===== config.mk =====
export PLATFORM = sky130hd
export DESIGN_NAME = uart_stream_phy
export DESIGN_NICKNAME = d
export VERILOG_FILES = /design/src/rtl/uart_stream_phy.sv
export SDC_FILE = /design/constraint.sdc
export NUM_CORES = 1
export LEC_CHECK = 0
export ABC_AREA = 1
export ABC_CLOCK_PERIOD_IN_PS = 1490
export CAP_MARGIN = 0
export CELL_PAD_IN_SITES_DETAIL_PLACEMENT = 0
export CELL_PAD_IN_SITES_GLOBAL_PLACEMENT = 1
export CORE_ASPECT_RATIO = 1.1
export CORE_MARGIN = 5
export CORE_UTILIZATION = 37
export CTS_CLUSTER_DIAMETER = 30
export CTS_CLUSTER_SIZE = 25
export DETAILED_ROUTE_END_ITERATION = 8
export PLACE_DENSITY = 0.77
export SYNTH_ARGS = -nofsm -noshare
export SYNTH_HDL_FRONTEND = slang
export SYNTH_SLANG_ARGS = --single-unit
export TNS_END_PERCENT = 30

===== constraint.sdc =====
create_clock -name clk -period 1.49 [get_ports clk]
set_clock_uncertainty 0.1 [all_clocks]
set_input_delay 0.3725 -clock clk [delete_from_list [all_inputs] [get_ports clk]]
set_output_delay 0.3725 -clock clk [all_outputs]
set_load 0.1 [all_outputs]

===== src/rtl/uart_stream_phy.sv =====
// 8N1 async serial endpoint with valid/ready byte ports on both sides.
// TX serializes accepted bytes onto txd; RX deserializes rxd into a one-entry holding register.
module uart_stream_phy #(
    parameter int DIVISOR = 104
) (
    input  logic       clk,
    input  logic       rst,
    input  logic [7:0] in_data,
    input  logic       in_val,
    output logic       in_rdy,
    output logic [7:0] out_data,
    output logic       out_val,
    input  logic       out_rdy,
    output logic       txd,
    input  logic       rxd,
    output logic       frame_err,
    output logic       overrun
);
    // Handshake: a byte moves on the rising edge where val && rdy; the producer
    // holds val and data stable until then.
    localparam int CW = $clog2(DIVISOR);
    localparam logic [CW-1:0] BIT_LAST  = CW'(DIVISOR - 1);
    localparam logic [CW-1:0] HALF_LAST = CW'(DIVISOR / 2 - 1);

    typedef enum logic {TX_IDLE, TX_SHIFT} tx_state_t;
    typedef enum logic [2:0] {RX_IDLE, RX_START, RX_DATA, RX_STOP, RX_WAIT_HIGH} rx_state_t;

    tx_state_t       tx_state, tx_next;
    logic [9:0]      tx_shreg;
    logic [CW-1:0]   tx_cnt;
    logic [3:0]      tx_bit;
    logic            tx_load;
    logic            tx_bit_end;
    logic            tx_q;

    rx_state_t       rx_state, rx_next;
    logic            rx_meta;
    logic            rxs;
    logic [CW-1:0]   rx_cnt;
    logic [2:0]      rx_bit;
    logic [7:0]      rx_shreg;
    logic            rx_tick;
    logic            rx_deliver;
    logic            rx_ferr;

    assign in_rdy = (tx_state == TX_IDLE);
    assign txd    = tx_q;

    always_ff @(posedge clk) begin
        if (rst) begin
            tx_state <= TX_IDLE;
            rx_state <= RX_IDLE;
        end else begin
            tx_state <= tx_next;
            rx_state <= rx_next;
        end
    end

    always_comb begin
        tx_next    = tx_state;
        tx_load    = 1'b0;
        tx_bit_end = (tx_cnt == BIT_LAST);
        case (tx_state)
            TX_IDLE: begin
                if (in_val) begin
                    tx_load = 1'b1;
                    tx_next = TX_SHIFT;
                end
            end
            TX_SHIFT: begin
                if (tx_bit_end && tx_bit == 4'd9) tx_next = TX_IDLE;
            end
            default: tx_next = TX_IDLE;
        endcase
    end

    // txd is registered so the start bit appears one edge after acceptance.
    always_ff @(posedge clk) begin
        if (rst) begin
            tx_q     <= 1'b1;
            tx_shreg <= '1;
            tx_cnt   <= '0;
            tx_bit   <= '0;
        end else begin
            tx_q <= (tx_state == TX_SHIFT) ? tx_shreg[0] : 1'b1;
            if (tx_load) begin
                tx_shreg <= {1'b1, in_data, 1'b0};
                tx_cnt   <= '0;
                tx_bit   <= '0;
            end else if (tx_state == TX_SHIFT) begin
                if (tx_bit_end) begin
                    tx_cnt   <= '0;
                    tx_shreg <= {1'b1, tx_shreg[9:1]};
                    tx_bit   <= tx_bit + 1'b1;
                end else begin
                    tx_cnt <= tx_cnt + 1'b1;
                end
            end
        end
    end

    always_comb begin
        rx_next    = rx_state;
        rx_deliver = 1'b0;
        rx_ferr    = 1'b0;
        rx_tick    = (rx_cnt == '0);
        case (rx_state)
            RX_IDLE:  if (!rxs) rx_next = RX_START;
            RX_START: if (rx_tick) rx_next = rxs ? RX_IDLE : RX_DATA;
            RX_DATA:  if (rx_tick && rx_bit == 3'd7) rx_next = RX_STOP;
            RX_STOP: begin
                if (rx_tick) begin
                    if (rxs) begin
                        rx_deliver = 1'b1;
                        rx_next    = RX_IDLE;
                    end else begin
                        rx_ferr = 1'b1;
                        rx_next = RX_WAIT_HIGH;
                    end
                end
            end
            RX_WAIT_HIGH: if (rxs) rx_next = RX_IDLE;
            default: rx_next = RX_IDLE;
        endcase
    end

    // The down counter is parked at a half bit while idle so the start bit is
    // re-checked at its centre; later samples are a full bit apart.
    always_ff @(posedge clk) begin
        if (rst) begin
            rx_meta   <= 1'b1;
            rxs       <= 1'b1;
            rx_cnt    <= '0;
            rx_bit    <= '0;
            rx_shreg  <= '0;
            out_data  <= '0;
            out_val   <= 1'b0;
            frame_err <= 1'b0;
            overrun   <= 1'b0;
        end else begin
            rx_meta   <= rxd;
            rxs       <= rx_meta;
            frame_err <= rx_ferr;
            overrun   <= 1'b0;
            case (rx_state)
                RX_IDLE: begin
                    rx_cnt <= HALF_LAST;
                    rx_bit <= '0;
                end
                RX_START, RX_STOP: rx_cnt <= rx_tick ? BIT_LAST : rx_cnt - 1'b1;
                RX_DATA: begin
                    if (rx_tick) begin
                        rx_cnt   <= BIT_LAST;
                        rx_shreg <= {rxs, rx_shreg[7:1]};
                        rx_bit   <= rx_bit + 1'b1;
                    end else begin
                        rx_cnt <= rx_cnt - 1'b1;
                    end
                end
                default: rx_cnt <= HALF_LAST;
            endcase
            // A byte arriving while the held byte is being consumed replaces it.
            if (rx_deliver) begin
                if (!out_val || out_rdy) begin
                    out_data <= rx_shreg;
                    out_val  <= 1'b1;
                end else begin
                    overrun <= 1'b1;
                end
            end else if (out_rdy) begin
                out_val <= 1'b0;
            end
        end
    end
endmodule

==> results.md <==
- Yosys top cell area share: 43.81%
- Run status: finished, violations left
- Vias/cell: 4.648
- Final layout net count: 425
- Commonest cells post-synth: 83 x nand2_1, 57 x nor2_1, 56 x dfxtp_1, 35 x inv_1, 28 x nand3_1
- Largest net degree at the start of global routing: 22
- Yosys cell types: 27
- Die width: 89.29 um
- CTS tree: built
- Share of cells above drive strength 1: 26.11%
- Multi-input gate area: 0.001369 mm2
- Ys async rst share: 0%
- Worst-path cell chain: inv_2 -> ha_4 -> inv_2 -> nor2_4 -> inv_2 -> nor2_8 -> nand2_4 -> buf_12 -> nor2_4 -> nor2_2
- Seq/Total Area, Yosys: 43.81%
- Worst-path clk slew: 100 ps
- Failing checks: setup timing
- Met1 wire length: 2827 um
- CP Depth: 10
- Finished Core Util: 52.25%
- GRT Overall Usage: 13.50%
- Critical Path Most Common Cell: inv_2
- R2R setup slack: -30 ps
- Hpwl dp: 3874 um
- Hold Buf Count CTS: 0
- Critical path launch point: rx_cnt[1]
- Max-Slew Margin vs Limit: 80.40%
- R2R Path End: rx_shreg[5]
- FF/Latch Area: 0.001127 mm2
- Core Region: 0.006671 mm2
- RePlAce Congestion: 0.7799
- DRT iter0 DRCs: 79
- Crit path launch type: flop
- Worst r2r src: rx_cnt[1]
- Slowest CP cell: dfxtp_2
- Max-slew violation count: 0
- Fill cells: 638
- Main synth FF type: dfxtp_1
- Area of the mapped netlist: 0.002559 mm2
- Synth warn: 0
- DR WL/cell: 11.44 um
- Antenna violations before repair: 0
- Number of antenna repair diodes: 0
- Clock root cell: clkbuf_8
- Post-synth EDFFs: 0
- Worst Setup EP: rx_shreg[5]
- Post-DRT Antenna Nets: 0
- Final hold violation count: 0
- Endpoint class of the critical path: flop
- Worst path top cell family by delay: simple AND/OR/NAND/NOR gates
- WL met3: 152 um
- Power Dens Cells: 1173 mW/mm2
- DRC viols: 0
- Synthesis-to-finish area growth: 36.23%
- Die ar.: 0.008680 mm2
- Setup TNS: -143.9 ps
- Syn Nets: 371
- Met2 routed WL: 2500 um
- Crit Path Class: reg -> reg
- VDD IR max: 0.0007218 V
- Worst Hold Class: reg -> reg
- Synth Register Bits: 56
- Crit Path Max Fanout: 7
- Slew @ Worst Pin: 292.9 ps
- First-pass GRT wire length: 9508 um
- CTS buffer count: 5
- Leakage power: 1.559 nW
- Vias: 2268
- Number of top-level pins: 26
- Row count: 31
- CP required: 1600 ps
- Starting density of the core: 38.35%
- RSZ-0062 raised after global routing: yes
- I/O Buffers: 25
- Vias in the first global route: 2117
- Reg2Reg Depth: 10
- Max_cap viols: 0
- Final Cycle Share: 101.9%
- H-tree Lvls: 2
- Count leader, synth: nand2_1
- Final setup vio count: 12
- GRT overflow: 0
- Pre-antenna DRT Iters: 4
- Clock tree buffer depth: 2
- Die Ht: 97.22 um
- Post-synth top area cell: dfxtp_1
- Min Tclk post-route: 1518 ps
- Clock sink total: 56
- CP Buf/Inv Count: 4
- CP arrival: 1630 ps
- Largest cells by area after synthesis: dfxtp_1 44%, nand2_1 12%, nor2_1 8.4%, nand3_1 5.5%, inv_1 5.1%
- Max Clk Rate: 658.9 MHz
- Worst-skew pair later-pin latency: 310 ps
- Post-Syn Instances: 351
- Max incr delay on CP: 340 ps
- Syn avg cell area: 7.290 um2
- Setup ws final: -27.72 ps
- Top routing layer in use: met4
- Detailed-route wire length: 5584 um
==> metrics by stage <==
| stage | power, W | instance area (um2) | hold WS, ps | setup slack, ps | instances |
|---|---|---|---|---|---|
| after floorplan | 0.002625 | 2562 | 289.5 | 10.73 | 351 |
| after global placement | 0.002966 | 3211 | 292.1 | -209.7 | 475 |
| after detailed placement | 0.002980 | 3211 | 300.9 | -267.0 | 475 |
| after CTS | 0.004074 | 3417 | 324.1 | -21.15 | 485 |
| after global routing | 0.004357 | 3486 | 349.8 | -74.39 | 488 |
| final | 0.004088 | 3486 | 318.2 | -27.72 | 488 |
==> layout make-up <==
cell class / instances / share of cell area, %
inverter: 38 / 4.164
clock inverter: 3 / 1.220
sequential: 56 / 32.34
tap: 82 / 2.943
timing repair buffer: 55 / 18.09
multi-input combinational: 249 / 39.27
clock buffer: 5 / 1.974
==> routing by layer <==
layer / global-route usage (%) / vias to the layer above
li1: - / 1209
met1: 19.47 / 1022
met2: 20.31 / 29
met3: 2.545 / 8
met4: 3.780 / 0
met5: 0 / -
==> state kept, by name, indices dropped and copies added (netlist names), 3 cells and up <==
signal,cells
tx_shreg,9
out_data,8
rx_shreg,8
rx_cnt,7
tx_cnt,7
tx_bit,4
rx_bit,3
rx_state,3
==> cell families (layout without fill, tap and decap cells) <==
group           Yosys count  in the layout  share of synthesized area (%)
flops                    56             56                          43.81
buf+inv                  47            101                          7.726
xor+xnor                  5              5                          1.711
compound gates           32             32                          6.259
fa+ha+maj                 7              7                          3.423
simple gates            204            205                          37.07
==> power by group <==
| group | internal [W] | switching (W) | total (W) |
|---|---|---|---|
| logic | 0.000535 | 0.000757 | 0.00129 |
| registers | 0.00165 | 0.000142 | 0.00179 |
| clock network | 0.000498 | 0.000508 | 0.00101 |
==> worst min path at each step <==
stage,from,to,slack (ps),depth (start not counted)
global placement,rx_meta,rxs,290,1
global route,rx_meta,rxs,350,1
detailed placement,rx_meta,rxs,300,1
floorplan,rx_meta,rxs,290,1
CTS,rx_meta,rxs,320,1
finish,rx_meta,rxs,320,1
==> placed cells by master (no fill, tap or decap), types with 3 or more instances in the layout <==
master and instances:
o21ai_0 16, xnor2_1 4, dfxtp_1 51, inv_1 31, nand3b_1 3, ha_1 5
nor2_4 10, nand2_4 3, nand2_1 79, nor3_1 3, o21ai_1 4, clkdlybuf4s50_1 12
nand3_1 27, nor2_2 9, nand2_2 10, nor2_1 46, buf_4 28, inv_2 6
nor3b_1 3, clkbuf_8 5, a21oi_1 11, nand4_1 4, dfxtp_2 5, buf_12 15
==> timing repair <==
item | 4_1_cts | 5_1_grt
buffers inserted | 1 | 3
resized for setup | 24 | 16
setup endpoints to repair | 19 | 39
gates cloned | 1 | 0
pin swaps | 6 | 13
(Power assumes the default switching activity.)
